## src/rtl/foo_bar_stim_gen.sv

```systemverilog
// rtl/foo_bar_stim_gen.sv - registered walking-zero foo/bar stimulus source for the per-bit checker
module foo_bar_stim_gen #(
    parameter int WIDTH      = 12,
    parameter int CHECK_BITS = 10,
    parameter int HOLD       = 1,
    localparam int SW        = (CHECK_BITS > 1) ? $clog2(CHECK_BITS) : 1
) (
    input  logic             clk,
    input  logic             rst,
    input  logic             start,
    input  logic [1:0]       mode,
    output logic             busy,
    output logic             done,
    output logic [WIDTH-1:0] foo,
    output logic [WIDTH-1:0] bar,
    output logic [SW-1:0]    step_idx,
    output logic             expect_fail
);

    localparam int HW = (HOLD > 1) ? $clog2(HOLD) : 1;
    localparam logic [SW-1:0] LAST_STEP = SW'(CHECK_BITS - 1);
    localparam logic [HW-1:0] HOLD_LAST = HW'(HOLD - 1);

    // Bad parameters must stop elaboration rather than produce a silently wrong sweep.
    if (CHECK_BITS < 1 || CHECK_BITS > WIDTH || HOLD < 1) begin : g_param_check
        $error("foo_bar_stim_gen: need 1 <= CHECK_BITS <= WIDTH and HOLD >= 1");
    end

    typedef enum logic [1:0] {
        S_IDLE = 2'd0,
        S_RUN  = 2'd1,
        S_DONE = 2'd2
    } state_t;

    state_t             state_q, state_d;
    logic [1:0]         mode_q, mode_d;
    logic [HW-1:0]      hold_q, hold_d;
    logic [SW-1:0]      step_d;
    logic [SW-1:0]      step_nx;
    logic               busy_d, done_d, fail_d;
    logic [WIDTH-1:0]   foo_d, bar_d;
    logic [CHECK_BITS-1:0] fb_low;

    // All ones except a single zero at bit s; s stays below CHECK_BITS so the
    // unchecked upper bits are always ones.
    function automatic logic [WIDTH-1:0] walk_zero(input logic [SW-1:0] s);
        walk_zero = ~({{(WIDTH-1){1'b0}}, 1'b1} << s);
    endfunction

    // Mode bit 0 selects the walking zero on foo, mode bit 1 on bar.
    function automatic logic [WIDTH-1:0] foo_pat(input logic [1:0] m, input logic [SW-1:0] s);
        foo_pat = m[0] ? walk_zero(s) : {WIDTH{1'b1}};
    endfunction

    function automatic logic [WIDTH-1:0] bar_pat(input logic [1:0] m, input logic [SW-1:0] s);
        bar_pat = m[1] ? walk_zero(s) : {WIDTH{1'b1}};
    endfunction

    assign step_nx = step_idx + SW'(1);
    assign fb_low  = foo[CHECK_BITS-1:0] & bar[CHECK_BITS-1:0];

    // Next state and next registered outputs; every output is a flop so the
    // checker sees glitch-free vectors.
    always_comb begin
        state_d = state_q;
        mode_d  = mode_q;
        hold_d  = hold_q;
        step_d  = step_idx;
        busy_d  = busy;
        done_d  = 1'b0;
        foo_d   = foo;
        bar_d   = bar;
        fail_d  = expect_fail;
        case (state_q)
            S_IDLE: begin
                busy_d = 1'b0;
                foo_d  = {WIDTH{1'b1}};
                bar_d  = {WIDTH{1'b1}};
                step_d = '0;
                fail_d = 1'b0;
                hold_d = '0;
                if (start) begin
                    state_d = S_RUN;
                    mode_d  = mode;
                    busy_d  = 1'b1;
                    foo_d   = foo_pat(mode, '0);
                    bar_d   = bar_pat(mode, '0);
                    fail_d  = (mode != 2'd0);
                end
            end
            S_RUN: begin
                if (hold_q == HOLD_LAST) begin
                    hold_d = '0;
                    if (step_idx == LAST_STEP) begin
                        state_d = S_DONE;
                        busy_d  = 1'b0;
                        done_d  = 1'b1;
                        foo_d   = {WIDTH{1'b1}};
                        bar_d   = {WIDTH{1'b1}};
                        step_d  = '0;
                        fail_d  = 1'b0;
                    end else begin
                        step_d = step_nx;
                        foo_d  = foo_pat(mode_q, step_nx);
                        bar_d  = bar_pat(mode_q, step_nx);
                    end
                end else begin
                    hold_d = hold_q + HW'(1);
                end
            end
            S_DONE: begin
                state_d = S_IDLE;
                busy_d  = 1'b0;
                foo_d   = {WIDTH{1'b1}};
                bar_d   = {WIDTH{1'b1}};
                step_d  = '0;
                fail_d  = 1'b0;
            end
            default: begin
                state_d = S_IDLE;
                busy_d  = 1'b0;
                foo_d   = {WIDTH{1'b1}};
                bar_d   = {WIDTH{1'b1}};
                step_d  = '0;
                fail_d  = 1'b0;
                hold_d  = '0;
            end
        endcase
    end

    // State and output registers; reset abandons any run without a done pulse.
    always_ff @(posedge clk) begin
        if (rst) begin
            state_q     <= S_IDLE;
            mode_q      <= 2'd0;
            hold_q      <= '0;
            step_idx    <= '0;
            busy        <= 1'b0;
            done        <= 1'b0;
            foo         <= {WIDTH{1'b1}};
            bar         <= {WIDTH{1'b1}};
            expect_fail <= 1'b0;
        end else begin
            state_q     <= state_d;
            mode_q      <= mode_d;
            hold_q      <= hold_d;
            step_idx    <= step_d;
            busy        <= busy_d;
            done        <= done_d;
            foo         <= foo_d;
            bar         <= bar_d;
            expect_fail <= fail_d;
        end
    end

    a_done_after_busy: assert property (@(posedge clk) disable iff (rst) done |-> $past(busy));
    a_busy_done_excl:  assert property (@(posedge clk) disable iff (rst) !(busy && done));
    a_fail_flag:       assert property (@(posedge clk) disable iff (rst)
                           (state_q == S_RUN) |-> ((&fb_low) == !expect_fail));

endmodule

```

## config.mk

```make
export PLATFORM = sky130hd
export DESIGN_NAME = foo_bar_stim_gen
export DESIGN_NICKNAME = d
export VERILOG_FILES = /design/src/rtl/foo_bar_stim_gen.sv
export SDC_FILE = /design/constraint.sdc
export NUM_CORES = 1
export LEC_CHECK = 0
export ABC_AREA = 0
export CAP_MARGIN = 0
export CORE_ASPECT_RATIO = 0.9
export CORE_MARGIN = 2
export CORE_UTILIZATION = 40
export DETAILED_ROUTE_END_ITERATION = 8
export PLACE_DENSITY = 0.7
export SLEW_MARGIN = 20
export SYNTH_ARGS = -nofsm -noshare
export SYNTH_HDL_FRONTEND = slang
export SYNTH_SLANG_ARGS = --single-unit
```

## constraint.sdc

```tcl
create_clock -name clk -period 1.6 [get_ports clk]
set_clock_uncertainty 0.1 [all_clocks]
set_input_delay 0.32 -clock clk [delete_from_list [all_inputs] [get_ports clk]]
set_output_delay 0.32 -clock clk [all_outputs]
set_load 0.05 [all_outputs]
```

==> flow_summary.ini <==
[run_status]
status = finished clean

[timing]
finalCritPeriodShare = 0.974
rsz0062_at_grt = yes
fmax_mhz = 642
timing.slew.headroom = 0.656
fin_tns_setup_ps = 0
period_minus_slack_ps = 1560
whs_ps = 412
setup_viol = 0
finalMaxSlewViolations = 0
worst_slew_pin_slew_ps = 514
timing.final.hold_violations = 0

[critical_path]
worstPathRequired_ps = 1650
path_class = flop to flop
reg2reg_slack_ps = 40
cp_max_fo = 7
endpoint_kind = flop
start_kind = flop
worstPathArrival_ps = 1610

[place]
detailed_place_hpwl_um = 2240
port_buffers = 35
place_congestion = 0.763
place_inst = 203

[pwr]
ir_drop_uv = 834
p_leak_nw = 0.933
pwr_density_cell_nw_per_um2 = 808

[route]
firstDrtPassIters = 4
routed-via-count = 1160
drcViolationCount = 0
drt_iter0_drc = 36
drtAntennaViolNets = 0
wire_per_inst_um = 15.3
routed_wl_um = 3340
viasPerCell = 5.30

[global_route]
antenna_found_initial = 0
grt_max_degree = 14
gr-total-overflow = 0
first_global_vias = 1044
grt_usage = 0.179
grt_pass1_wl_um = 5020

[cts]
clk_path_buf_depth = 2
cts_made_buffers = 5
htree_levels = 2
clkSlewWorstSetupHoldPaths_ps = 70
cts_tree = yes
clk_latency_ps = 290
cts_hold_buf = 0
cts_sinks = 35
clockRootBuffer = clkbuf_8

[final_layout]
final_cells = 219
nets = 185
multi_input_area_um2 = 636
regArea_um2 = 711
nFillCells = 253
diodes = 0
layout-drive-gt1-share = 0.411
syn2layout_area_growth_pct = 67.5

[die]
ios = 36
placementRows = 20
start_util = 0.413
core_area_um2 = 3350
die_h_um = 59.8
die-area_um2 = 3950
fp.dieW_um = 66

[hold_path]
hp-class = flop to flop

[yosys]
syn_nets = 135
synth_ff_type = dfxtp_1
ys_ff_latch = 35
yosys_warnings = 0
synth_edf_count = 0
yosysSeqAreaShare = 0.506
synth_area_um2 = 1380
synthArstFlopShare = 0
avgSynthCellArea_um2 = 11.2
synthDistinctLibCells = 38
synthCells = 124

[flow_run]
maxCapViolCount = 0
final timing paths:
| check | from | endpoint | cells past startpoint |
|---|---|---|---|
| setup / recovery | step_idx[1]$_SDFF_PP0_ | bar[7]$_SDFF_PP1_ | 5 |
| hold reg to reg | expect_fail$_SDFFE_PP0P_ | expect_fail$_SDFFE_PP0P_ | 2 |
| setup reg to reg | step_idx[1]$_SDFF_PP0_ | bar[7]$_SDFF_PP1_ | 5 |
| hold / removal | expect_fail$_SDFFE_PP0P_ | expect_fail$_SDFFE_PP0P_ | 2 |
cell usage after synthesis, drive strengths merged, types with 2 or more instances:
master	n	area share
and3b	2	0.013
buf	7	0.050
ha	6	0.054
nor3b	2	0.014
dfxtp	35	0.51
nor2	7	0.031
inv	4	0.011
mux2i	2	0.014
nand4	14	0.063
o2111ai	8	0.051
o41ai	2	0.026
nand2	5	0.014
nor3	4	0.014
nand3	2	0.0072
o211ai	2	0.011
o21ai	3	0.011
clkbuf	3	0.0090
or3b	2	0.013
layer usage:
layer / track usage / share of wire
met1: 0.204 / 0.41
met2: 0.283 / 0.51
met3: 0.0640 / 0.057
met4: 0.122 / 0.027
met5: 0 / 0
placed cells by master, fill, tap and decap left out, types with 2 or more instances in the layout:
cell type | netlist | layout
buf_12 | 0 | 31
clkdlybuf4s50_1 | 0 | 4
or3b_4 | 0 | 2
nand2_1 | 5 | 5
nor3_1 | 4 | 4
mux2i_1 | 2 | 2
buf_4 | 1 | 15
nor2_1 | 6 | 6
nand4_1 | 14 | 14
o211ai_1 | 2 | 2
ha_1 | 6 | 5
dfxtp_4 | 0 | 2
clkbuf_8 | 0 | 5
dfxtp_2 | 0 | 2
clkbuf_16 | 0 | 2
dfxtp_1 | 35 | 31
nand3_1 | 2 | 2
o2111ai_1 | 8 | 8
inv_1 | 4 | 4
o21ai_0 | 3 | 3
cell type report:
class / count / share of cell area
multi-input cells: 77 / 0.274
flip-flops and latches: 35 / 0.307
clock buffers: 8 / 0.0529
inverters: 4 / 0.00648
well taps: 44 / 0.0238
repair buffers: 51 / 0.336
where the power goes:
group | internal, mW | leakage (nW) | switching [mW]
Sequential | 0.882 | 0.287 | 0.0218
Clock | 0.496 | 0.0618 | 0.306
Combinational | 0.0795 | 0.584 | 0.0869
critical path: stages (launching register included):
cell and delay (ps):
dfxtp_4 390, inv_1 60, ha_1 180, and3b_2 290
nor2_2 270, nand4_1 120
logic make-up after synthesis:
family | synth area share
buffers and inverters | 0.0696
DFF | 0.506
xor gates and xnor gates | 0.0127
adders and majority gates | 0.0542
AOI/OAI and AO/OA | 0.145
and+or+nand+nor | 0.198
muxes | 0.0145
metrics by stage:
step,cell area (µm²),utilization,setup WS [ps],power [mW]
6_report,2320,0.691,41.4,1.87
4_1_cts,2260,0.673,32.0,1.87
3_3_place_gp,2120,0.632,-276,1.07
3_5_place_dp,2120,0.632,-342,1.07
2_1_floorplan,1420,-,-7.22,1.00
5_1_grt,2320,0.691,-36.5,1.93
state kept, by name (all words and copies together), names as in the netlist:
| name | count |
|---|---|
| busy | 1 |
| bar | 12 |
| mode_q | 2 |
| step_idx | 4 |
| expect_fail | 1 |
| foo | 12 |
| done | 1 |
| state_q | 2 |
what timing repair did:
action | 4_1_cts | 5_1_grt
buffers inserted | 0 | 6
pin swaps | 1 | 4
cloned | 1 | 1
gates resized for setup | 2 | 3
endpoints found under the setup margin | 5 | 23
No activity file was read; power rests on OpenSTA's default activity.
